<file path="config.mk">
export PLATFORM = sky130hd
export DESIGN_NAME = bram_port_arbiter
export DESIGN_NICKNAME = d
export VERILOG_FILES = /design/src/rtl/bram_port_arbiter.sv
export SDC_FILE = /design/constraint.sdc
export NUM_CORES = 1
export LEC_CHECK = 0
export ABC_AREA = 1
export CAP_MARGIN = 5
export CORE_AREA = 3 3 120 122
export CTS_CLUSTER_SIZE = 24
export DETAILED_ROUTE_END_ITERATION = 12
export DIE_AREA = 0 0 123 125
export PLACE_DENSITY = 0.81
export SYNTH_ARGS = -nofsm -noshare
export SYNTH_HDL_FRONTEND = slang
export SYNTH_SLANG_ARGS = --single-unit
</file>
<file path="constraint.sdc">
create_clock -name clk -period 5.5 [get_ports clk]
set_clock_uncertainty 0.15 [all_clocks]
set_input_delay 1.65 -clock clk [delete_from_list [all_inputs] [get_ports clk]]
set_output_delay 1.65 -clock clk [all_outputs]
set_load 0.005 [all_outputs]
</file>
<file path="src/rtl/bram_port_arbiter.sv">
// Two-requester arbiter for the shared PL-side BRAM port, with optional burst locking.
// Define BRAM_ARB_STARVE_LIMIT_EN to cap locked bursts at MAX_BURST beats when the other side waits.
module bram_port_arbiter #(
    parameter int          RD_LATENCY = 1,
    parameter logic [15:0] MAX_BURST  = 16'd256
) (
    input  logic        clk,
    input  logic        rst,
    input  logic        m0_req,
    input  logic [3:0]  m0_we,
    input  logic [31:0] m0_addr,
    input  logic [31:0] m0_wdata,
    input  logic        m0_lock,
    output logic        m0_gnt,
    output logic        m0_rvalid,
    output logic [31:0] m0_rdata,
    input  logic        m1_req,
    input  logic [3:0]  m1_we,
    input  logic [31:0] m1_addr,
    input  logic [31:0] m1_wdata,
    input  logic        m1_lock,
    output logic        m1_gnt,
    output logic        m1_rvalid,
    output logic [31:0] m1_rdata,
    output logic        bram_en,
    output logic [3:0]  bram_we,
    output logic [31:0] bram_addr,
    output logic [31:0] bram_dout,
    output logic        bram_rst,
    input  logic [31:0] bram_din
);

    typedef enum logic [1:0] {
        ARB_IDLE,
        ARB_LOCK0,
        ARB_LOCK1
    } arb_state_t;

    arb_state_t r_state;
    arb_state_t w_state_nxt;
    logic       r_last;
    logic       w_last_nxt;
    logic       w_gnt0;
    logic       w_gnt1;
    logic       w_acc;
    logic       w_lock;
    logic       w_starve;
    logic [3:0] w_we;
    logic [31:0] w_addr;
    logic [31:0] w_wdata;

    logic        r_en;
    logic [3:0]  r_we;
    logic [31:0] r_addr;
    logic [31:0] r_dout;

    // Bit k carries a read tag k+1 cycles after acceptance.
    logic [RD_LATENCY:0] r_tag_v;
    logic [RD_LATENCY:0] r_tag_id;
    logic                w_rv;

`ifdef BRAM_ARB_STARVE_LIMIT_EN
    logic [15:0] r_cnt;
    logic [15:0] w_cnt_nxt;

    always_comb begin
        w_starve = 1'b0;
        if (r_cnt >= MAX_BURST) begin
            w_starve = ((r_state == ARB_LOCK0) && m1_req) ||
                       ((r_state == ARB_LOCK1) && m0_req);
        end
    end

    always_comb begin
        w_cnt_nxt = r_cnt;
        if (w_state_nxt == ARB_IDLE) begin
            w_cnt_nxt = 16'd0;
        end else if (w_acc) begin
            if (r_state == ARB_IDLE) begin
                w_cnt_nxt = 16'd1;
            end else if (r_cnt != 16'hFFFF) begin
                w_cnt_nxt = r_cnt + 16'd1;
            end
        end
    end

    always_ff @(posedge clk) begin
        if (rst) begin
            r_cnt <= 16'd0;
        end else begin
            r_cnt <= w_cnt_nxt;
        end
    end
`else
    assign w_starve = 1'b0;
`endif

    always_comb begin
        w_state_nxt = r_state;
        w_last_nxt  = r_last;
        w_gnt0      = 1'b0;
        w_gnt1      = 1'b0;
        unique case (r_state)
            ARB_IDLE: begin
                if (m0_req && (!m1_req || r_last)) begin
                    w_gnt0 = 1'b1;
                end else if (m1_req) begin
                    w_gnt1 = 1'b1;
                end
            end
            ARB_LOCK0: begin
                if (w_starve) begin
                    w_state_nxt = ARB_IDLE;
                    w_last_nxt  = 1'b0;
                end else if (m0_req) begin
                    w_gnt0 = 1'b1;
                end else begin
                    w_state_nxt = ARB_IDLE;
                end
            end
            ARB_LOCK1: begin
                if (w_starve) begin
                    w_state_nxt = ARB_IDLE;
                    w_last_nxt  = 1'b1;
                end else if (m1_req) begin
                    w_gnt1 = 1'b1;
                end else begin
                    w_state_nxt = ARB_IDLE;
                end
            end
            default: begin
                w_state_nxt = ARB_IDLE;
            end
        endcase
        if (rst) begin
            w_gnt0 = 1'b0;
            w_gnt1 = 1'b0;
        end
        if (w_gnt0) begin
            w_last_nxt  = 1'b0;
            w_state_nxt = m0_lock ? ARB_LOCK0 : ARB_IDLE;
        end
        if (w_gnt1) begin
            w_last_nxt  = 1'b1;
            w_state_nxt = m1_lock ? ARB_LOCK1 : ARB_IDLE;
        end
    end

    always_comb begin
        w_acc   = w_gnt0 | w_gnt1;
        w_we    = w_gnt1 ? m1_we    : m0_we;
        w_addr  = w_gnt1 ? m1_addr  : m0_addr;
        w_wdata = w_gnt1 ? m1_wdata : m0_wdata;
        w_lock  = w_gnt1 ? m1_lock  : m0_lock;
    end

    always_ff @(posedge clk) begin
        if (rst) begin
            r_state  <= ARB_IDLE;
            r_last   <= 1'b1;
            r_en     <= 1'b0;
            r_we     <= 4'h0;
            r_addr   <= 32'h0;
            r_dout   <= 32'h0;
            r_tag_v  <= '0;
            r_tag_id <= '0;
        end else begin
            r_state  <= w_state_nxt;
            r_last   <= w_last_nxt;
            r_en     <= w_acc;
            r_we     <= w_acc ? w_we : 4'h0;
            if (w_acc) begin
                r_addr <= w_addr;
                r_dout <= w_wdata;
            end
            r_tag_v  <= {r_tag_v[RD_LATENCY-1:0], w_acc && (w_we == 4'h0)};
            r_tag_id <= {r_tag_id[RD_LATENCY-1:0], w_gnt1};
        end
    end

    assign w_rv      = r_tag_v[RD_LATENCY] & ~rst;
    assign m0_gnt    = w_gnt0;
    assign m1_gnt    = w_gnt1;
    assign m0_rvalid = w_rv & ~r_tag_id[RD_LATENCY];
    assign m1_rvalid = w_rv & r_tag_id[RD_LATENCY];
    assign m0_rdata  = m0_rvalid ? bram_din : 32'h0;
    assign m1_rdata  = m1_rvalid ? bram_din : 32'h0;
    assign bram_en   = r_en;
    assign bram_we   = r_we;
    assign bram_addr = r_addr;
    assign bram_dout = r_dout;
    assign bram_rst  = 1'b0;

endmodule

</file>
# Word level (Yosys, flattened, before mapping)

Index checks and enable logic that the tools add are counted.
W data, S select, Z words.

Flip-flop bits (word level): 76
Input bits: 174
Output and inout bits: 138
Word-level logic and storage cells: 49

Equality and inequality tests: 5
Muxes and demuxes: 20
Bitwise operators: 7
Reductions and logical operators: 9

Operators with widths:

| operator             | count |
|---|---|
| $mux W32             | 4 |
| $mux W2              | 5 |
| $ne A4 B4 Y1 const B | 2 |
| $mux W1              | 7 |
| $pmux W2 S3          | 1 |
| $logic_not A4 Y1     | 1 |
| $mux W4              | 1 |
| $pmux W1 S2          | 2 |
| $reduce_or A2 Y1     | 2 |
| $and A1 B1 Y1        | 3 |
| $ne A3 B3 Y1 const B | 1 |
| $not A1 Y1           | 3 |
| $reduce_and A3 Y1    | 1 |
| $eq A2 B1 Y1 const B | 1 |
| $eq A2 B2 Y1 const B | 1 |
| $logic_and A1 B1 Y1  | 2 |
| $logic_not A2 Y1     | 1 |
| $logic_not A1 Y1     | 1 |
| $logic_or A1 B1 Y1   | 1 |
| $or A1 B1 Y1         | 1 |

# Logic depth before layout (Yosys ltp)

Gate-level depths: netlist of run 1.

Depth in word-level cells: 9
Mapped depth: 10
Gate-level depth less buffers: 9

# Least setup slack after synthesis of run 1

OpenSTA, ideal clock, no wires.

Path kind: input port to output port
Start: input rst
End: output m0_rdata[10]
Arrival time: 2.454 ns
Required time: 3.700 ns
Slack: 1.246 ns
Cell stages on the path: 5
Path buffers: 2
Cells stage by stage: buf_6 nor3_1 inv_1 buf_2 nor2_1

Cells in the longest elaborated chain, start to end: 4

RTL lines:

| element         | RTL line | source |
|---|---|---|
| start, declared | 8        | `input logic rst,` |
| $not A1 Y1      | 181      | `assign w_rv = r_tag_v[RD_LATENCY] & ~rst;` |
| $and A1 B1 Y1   | 181      |  |
| $and A1 B1 Y1   | 184      | `assign m0_rvalid = w_rv & ~r_tag_id[RD_LATENCY];` |
| via m0_rvalid   | 15       | `output logic m0_rvalid,` |
| $mux W32        | 186      | `assign m0_rdata = m0_rvalid ? bram_din : 32'h0;` |
| end, declared   | 16       | `output logic [31:0] m0_rdata,` |

The timed path passes the listed nets, and every way through them passes these cells.

# Worst setup path in the final report of run 1

Start: input rst
End: output m0_rdata[23]

Cells in the longest elaborated chain, start to end: 4

RTL lines:

| element       | RTL line |
|---|---|
| $not A1 Y1    | 181 |
| $and A1 B1 Y1 | 181 |
| $and A1 B1 Y1 | 184 |
| $mux W32      | 186 |

No other way between the ends.

==> results.md, run 1 <==
* Slew HR at 0.419
* Fin Setup TNS at 0 ps
* Data required, critical path at about 3700 ps
* Crit Path Category: in2out
* FMAX at between 150 and 200 MHz
* R2R cell count at 8
* WL final at 17,000 um
* Syn Area/Cell at 6.34 um^2
* Pins Over Slew Limit at 0
* First-pass GRT wire length at about 25,000 um
* P_int at 1250 uW
* Placer Congestion at ~0.83
* Critical Path Fanout Max at 32
* Leakage at roughly 0.0033 uW
* Hpwl dp at between 10,000 and 15,000 um
* Crit. End Element: primary output
* Yosys warnings at 0
* PostCTS Resize Cnt at 0
* Most common library cell in the layout ignoring fill and taps: clkdlybuf4s50_1
* Dpl ws at 448 ps
* Pwr dens at between 200 and 250 mW/mm^2
* R2r setup slk at about 3600 ps
* Drt pass-1 iters at 4
* GRT overflow at 0
* Clock Tree Buf Depth at 2
* Commonest non-fill, non-tap cells in the layout: clkdlybuf4s50_1, nand3_1, inv_1
* HP Class: reg2reg
* Hold EP: r_tag_v[1]
* Hold-fix buffers, CTS at 0
* Via count at 5,245
* Clk slew on worst S/H paths at ~60 ps
* Max-Cap Viols at 0
* Num ports at ~310
* Peak VDD IR at between 150 and 200 uV
* Routed length per placed instance at about 15 um
* Num CTS Buffers at 9
* Nature of the critical path startpoint: input port
* Placeable Area at approximately 0.013 mm^2
* Chip width at approximately 120 um
* Share of power burned in registers at 0.366
* Yosys cell types at 20
* DRC Markers at 0
* Number of DRC markers after the initial detailed-route iteration at 310
* Clock root buffer: clkbuf_16
* Final Hold Vio Count at 0
* Vias/cell at approximately 4.7
* Port buffer count at 310
* Final setup fails at 0
* Tightest Pin Transition at slightly below 900 ps
* Placed Area at ~0.0073 mm^2
* Hold path startpoint: r_tag_v[0]
* Post-CTS setup buffer count at 0
* Final worst slack at around 440 ps
* H-tree Lvls at 3
* Final instance area at roughly 0.0076 mm^2
* Reg2reg start: r_state[0]
* Die Ht at roughly 130 um
* Seq/Total Area, Yosys at 0.357
* Diodes inserted at 0
* FP Rows at 42
* Sw Pwr at ~400 uW
* Syn Nets at between 800 and 900
* Die area at about 0.015 mm^2
* Gr usage total at 0.205
* Post-synth top area share at 0.357
* Sw Ratio at 0.246
* Cell taking the most area after synthesis: dfxtp_1
* Area delta synth->final at 79.4%
* Layout cell share with drive strength beyond 1 at 0.0347
* Hold Path Stages at 2
* FF-to-FF End: bram_we[2]
* Maximum number of pins on one net before global-route repair at 77
* RSZ-0062 raised after global routing: false
* Final Critical Period at around 5100 ps
* Vias in the first global route at ~4,700
* Clock power frac at 0.408
* # clock sinks at 76
* Cell Area, Synth at 0.00426 mm^2
* Routed Antenna Nets at 0
* Yosys reg bits at 76
* CTS tree: built
* Period utilization at 0.919
* Hold_ws at between 200 and 250 ps
* Outcome: finished clean
* CP Data Arrival Time at ~3300 ps
* Initial antenna violation count at 0
* Mapped Cells at between 600 and 700
* Ranking of synthesized cells by area: dfxtp_1, nand3_1, inv_1
* Starting density of the core at 0.320
* Final nets at roughly 1,100
* Clock latency on the worst-skew pair at 320 ps
* Combinational share of power at 0.226
==> cell type report <==
cell class	instances	area (um^2)
inverter	117	439
multi-input combinational	422	1960
clock buffer	10	229
tap	176	220
sequential	76	1520
timing repair buffer	319	3170
fill	1267	5650
clock inverter	6	113
==> power groups by stage <==
stage | Sequential [uW] | Combinational, uW | Clock, uW
after floorplan | 620 | 148 | 0
after global placement | 615 | 373 | 0
after detailed placement | 617 | 375 | 0
after CTS | 605 | 377 | 692
after global routing | 609 | 406 | 720
final | 605 | 374 | 675
==> Yosys cell counts <==
cell type	instances
buf_6	7
nand2_2	2
buf_4	13
o21ai_0	1
nor2_1	79
o21ai_1	2
a21oi_1	62
nor2_4	1
nand3b_1	1
conb_1	1
nand2_1	77
buf_2	29
nand3_1	192
nor3_1	2
dfxtp_1	76
inv_2	1
inv_1	116
nor2_8	1
nand2_4	1
clkbuf_1	8
==> per-stage QoR <==
stage / std cells / total power (uW) / utilization
finish: 1126 / 1650 / 0.575
global route: 1126 / 1740 / 0.575
CTS: 1126 / 1670 / 0.575
detailed placement: 1110 / 992 / 0.549
global placement: 1110 / 989 / 0.549
floorplan: 672 / 769 / -
==> worst max-delay path: stages <==
cell and delay, ps:
buf_2 120, nor3_1 270, inv_1 430, nor2_1 240
clkdlybuf4s50_1 540
==> per-layer routing <==
metal	wire, um	GRT usage	vias up	part of all wire
met5	0	0	-	0
met4	533	0.0873	0	0.031
met3	1470	0.0556	31	0.086
met2	8740	0.380	234	0.51
met1	6300	0.215	2323	0.37
li1	-	-	2657	-
==> cells by family (layout without fill, tap and decap cells) <==
kind of cell,after synthesis,count (layout),share of synthesized area
flip-flops,76,76,0.357
AO/OA/AOI/OAI,65,65,0.0764
buffers and inverters,174,452,0.186
AND/OR/NAND/NOR,356,356,0.380
other,1,1,0.000880
==> worst max path at each step <==
stage                               to  slack, ps  from
after floorplan           m0_rdata[10]       1250   rst
after global routing      m0_rdata[28]        310   rst
after CTS                 m0_rdata[23]        450   rst
after global placement    m1_rdata[12]        490   rst
final                     m0_rdata[23]        440   rst
after detailed placement  m0_rdata[23]        450   rst
==> state kept, by name (all words and copies together), names as in the netlist <==
| signal | cells |
|---|---|
| r_tag_v | 2 |
| bram_we | 4 |
| bram_addr | 32 |
| bram_dout | 32 |
| r_tag_id | 2 |
| r_state | 2 |
| bram_en | 1 |
| r_last | 1 |
Power figures use the tool's default switching activity.
==> run 2: changes to the inputs <==
--- a/config.mk
+++ b/config.mk
@@ -6,7 +6,6 @@
 export NUM_CORES = 1
 export LEC_CHECK = 0
 export ABC_AREA = 1
-export CAP_MARGIN = 5
 export CORE_AREA = 3 3 120 122
 export CTS_CLUSTER_SIZE = 24
 export DETAILED_ROUTE_END_ITERATION = 12
==> results of run 2 <==
No change in the layout: final DEF, timing and power equal those of run 1.
==> run 3: changes to the inputs <==
--- a/config.mk
+++ b/config.mk
@@ -10,6 +10,7 @@
 export CTS_CLUSTER_SIZE = 24
 export DETAILED_ROUTE_END_ITERATION = 12
 export DIE_AREA = 0 0 123 125
+export GPL_ROUTABILITY_DRIVEN = 0
 export PLACE_DENSITY = 0.81
 export SYNTH_ARGS = -nofsm -noshare
 export SYNTH_HDL_FRONTEND = slang
==> constraint.sdc (replaced) <==
create_clock -name clk -period 5.5 [get_ports clk]
set_clock_uncertainty 0.15 [all_clocks]
set_input_delay 1.1 -clock clk [delete_from_list [all_inputs] [get_ports clk]]
set_output_delay 1.1 -clock clk [all_outputs]
set_load 0.005 [all_outputs]
==> run 3 against run 2 <==
  * Clock power decreased by 20%
  * Die area is the same
  * Core utilization fell by 0.65 points
  * Sequential power about the same
  * Clock-buffer cell count grew 1
  * Combinational power barely moved
  * Sequential cell count did not move
  * Non-clock buffer count fell by 2
  * Cell count decreased by 0.18%
  * Worst hold slack better by 15 ps
  * Largest cell class unchanged
  * Highest routed layer unchanged
==> results.md, run 3 (synthesis gave the netlist of run 1 again) <==
* Clock power frac at 0.353 (-0.055)
* Clk slew on worst S/H paths at 50 ps (about the same)
* Fin util at 0.568 (-0.00649)
* Crit. End Element: primary output
* Kind of cell adding the most delay to the critical path: buffers and inverters
* Final Critical Period at 4510 ps (-549 ps)
* Crit-path cells: buf_2 > nor3_1 > inv_1 > nor2_1 > clkdlybuf4s50_1
* Critical Path Fanout Max at 32 (unchanged)
* # clock sinks at 76 (unchanged)
* Diodes inserted at 0 (unchanged)
* Num ports at 312 (unchanged)
* Via count at 5,277 (+0.61%)
* Routed length per placed instance at 15.2 um (+0.69%)
* CP Data Arrival Time at 3260 ps (about the same)
* Max-Cap Viols at 0 (unchanged)
* Slew HR at 0.356 (-0.0621)
* Crit Path Category: in2out
* Layout cell share with drive strength beyond 1 at 0.0327 (-0.00204)
* Hold path startpoint: r_tag_v[0]
* Num CTS Buffers at 9 (unchanged)
* Busiest grt layer: met2
* FP Rows at 42 (unchanged)
* H-tree Lvls at 3 (unchanged)
* WL final at 17,100 um (+0.51%)
* Tightest Pin Transition at 964 ps (+93.1 ps)
* Starting density of the core at 0.320 (unchanged)
* Placeable Area at 0.0133 mm^2 (unchanged)
* Die area at 0.0154 mm^2 (unchanged)
* Clock latency on the worst-skew pair at 320 ps (about the same)
* P_int at 1120 uW (-10%)
* Fin Setup TNS at 0 ps (unchanged)
* RSZ-0062 raised after global routing: false
* GRT overflow at 0 (unchanged)
* Gr usage total at 0.208 (+0.00217)
* CP max-delay cell: inv_1
* Sw Ratio at 0.263 (+0.0174)
* Die Ht at 125 um (unchanged)
* Reg2reg start: r_state[0]
* Initial antenna violation count at 0 (unchanged)
* Clock root buffer: clkbuf_16
* Met1 global-route usage at 0.217 (+0.00147)
* CTS tree: built
* Period utilization at 0.820 (-0.0998)
* Number of DRC markers after the initial detailed-route iteration at 382 (+23%)
* Commonest non-fill, non-tap cells in the layout: clkdlybuf4s50_1, nand3_1, inv_1
* Leakage at 0.00326 uW (-0.88%)
* Chip width at 123 um (unchanged)
* Vias/cell at 4.69 (+0.79%)
* Port buffer count at 310 (unchanged)
* Final nets at 1,117 (-0.18%)
* PostCTS Resize Cnt at 0 (unchanged)
* Final Hold Vio Count at 0 (unchanged)
* CP peak stage delay at 740 ps (+200 ps)
* DRC Markers at 0 (unchanged)
* Data required, critical path at 4250 ps (+550 ps)
* Peak VDD IR at 157 uV (-6.0%)
* Nature of the critical path startpoint: input port
* Sw Pwr at 400 uW (-1.7%)
* Pwr dens at 201 mW/mm^2 (-7.2%)
* Vias in the first global route at 4,668 (-1.5%)
* Outcome: finished clean
* Most common library cell in the layout ignoring fill and taps: clkdlybuf4s50_1
* FMAX at 222 MHz (+12%)
* Maximum number of pins on one net before global-route repair at 77 (unchanged)
* Hold-fix buffers, CTS at 0 (unchanged)
* Combinational share of power at 0.248 (+0.022)
* Met3 usage at 0.0569 (+0.00136)
* First-pass GRT wire length at 24,900 um (+0.25%)
* Final setup fails at 0 (unchanged)
* Routed Antenna Nets at 0 (unchanged)
* CP bufs+invs at 3 (unchanged)
* Met2 GRT Util at 0.394 (+0.0148)
* Pins Over Slew Limit at 0 (unchanged)
* Post-CTS setup buffer count at 0 (unchanged)
* Drt pass-1 iters at 5 (+1)
* Hpwl dp at 12,600 um (+1.1%)
* Clock Tree Buf Depth at 2 (unchanged)
* Share of power burned in registers at 0.399 (+0.033)
* Setup crit start: rst
* HP Class: reg2reg
* Area delta synth->final at 77.4%
run 3: changes by cell type in the layout (fill, tap and decap cells not counted), sizes merged:
cell,delta
buf,-2
clkinv,+4
clkbuf,+1
clkinvlp,-2
bufinv,-3
run 3: metal layers:
layer  vias up  wire (um)
li1       2652          -
met1      2357       6280
met2       244       8910
met3        24       1580
met4         0        352
met5         -          0
run 3: final timing paths:
check	endpoint	slack, ps	cells past startpoint
worst max-delay path	m1_rdata[17]	990	5
worst min-delay path	r_tag_v[1]	260	2
worst max register to register	bram_we[2]	3600	8
worst min register to register	r_tag_v[1]	260	2
run 3: through the flow:
step           hold slack, ps  area [um^2]  setup WS [ps]  total power, uW  instances
6_report                  265         7560            992             1520       1124
5_1_grt                   281         7560            862             1590       1124
4_1_cts                   265         7560            965             1540       1124
3_5_place_dp              257         7290            976              995       1108
3_3_place_gp              239         7290            982              991       1108
2_1_floorplan             238         4260           2350              769        672
run 3: final cells by class:
| class | count | area [um^2] |
|---|---|---|
| inverter | 117 | 439 |
| clock inverter | 5 | 27.5 |
| clock buffer | 11 | 243 |
| timing repair buffer | 317 | 3150 |
| sequential | 76 | 1520 |
| tap | 176 | 220 |
| fill | 1297 | 5740 |
| multi-input combinational | 422 | 1960 |
run 3: worst reg2reg max path: cells and delay by family, from the launching register on:
kind / cells / cell delay (ps)
DFF: 1 / 300
buffers and inverters: 3 / 850
and+or+nand+nor: 5 / 490
run 3: power groups by stage:
stage          Sequential [uW]  Combinational [uW]  Clock, uW
2_1_floorplan              620                 148          0
3_3_place_gp               615                 376          0
3_5_place_dp               617                 378          0
4_1_cts                    605                 379        555
5_1_grt                    609                 409        575
6_report                   605                 376        537
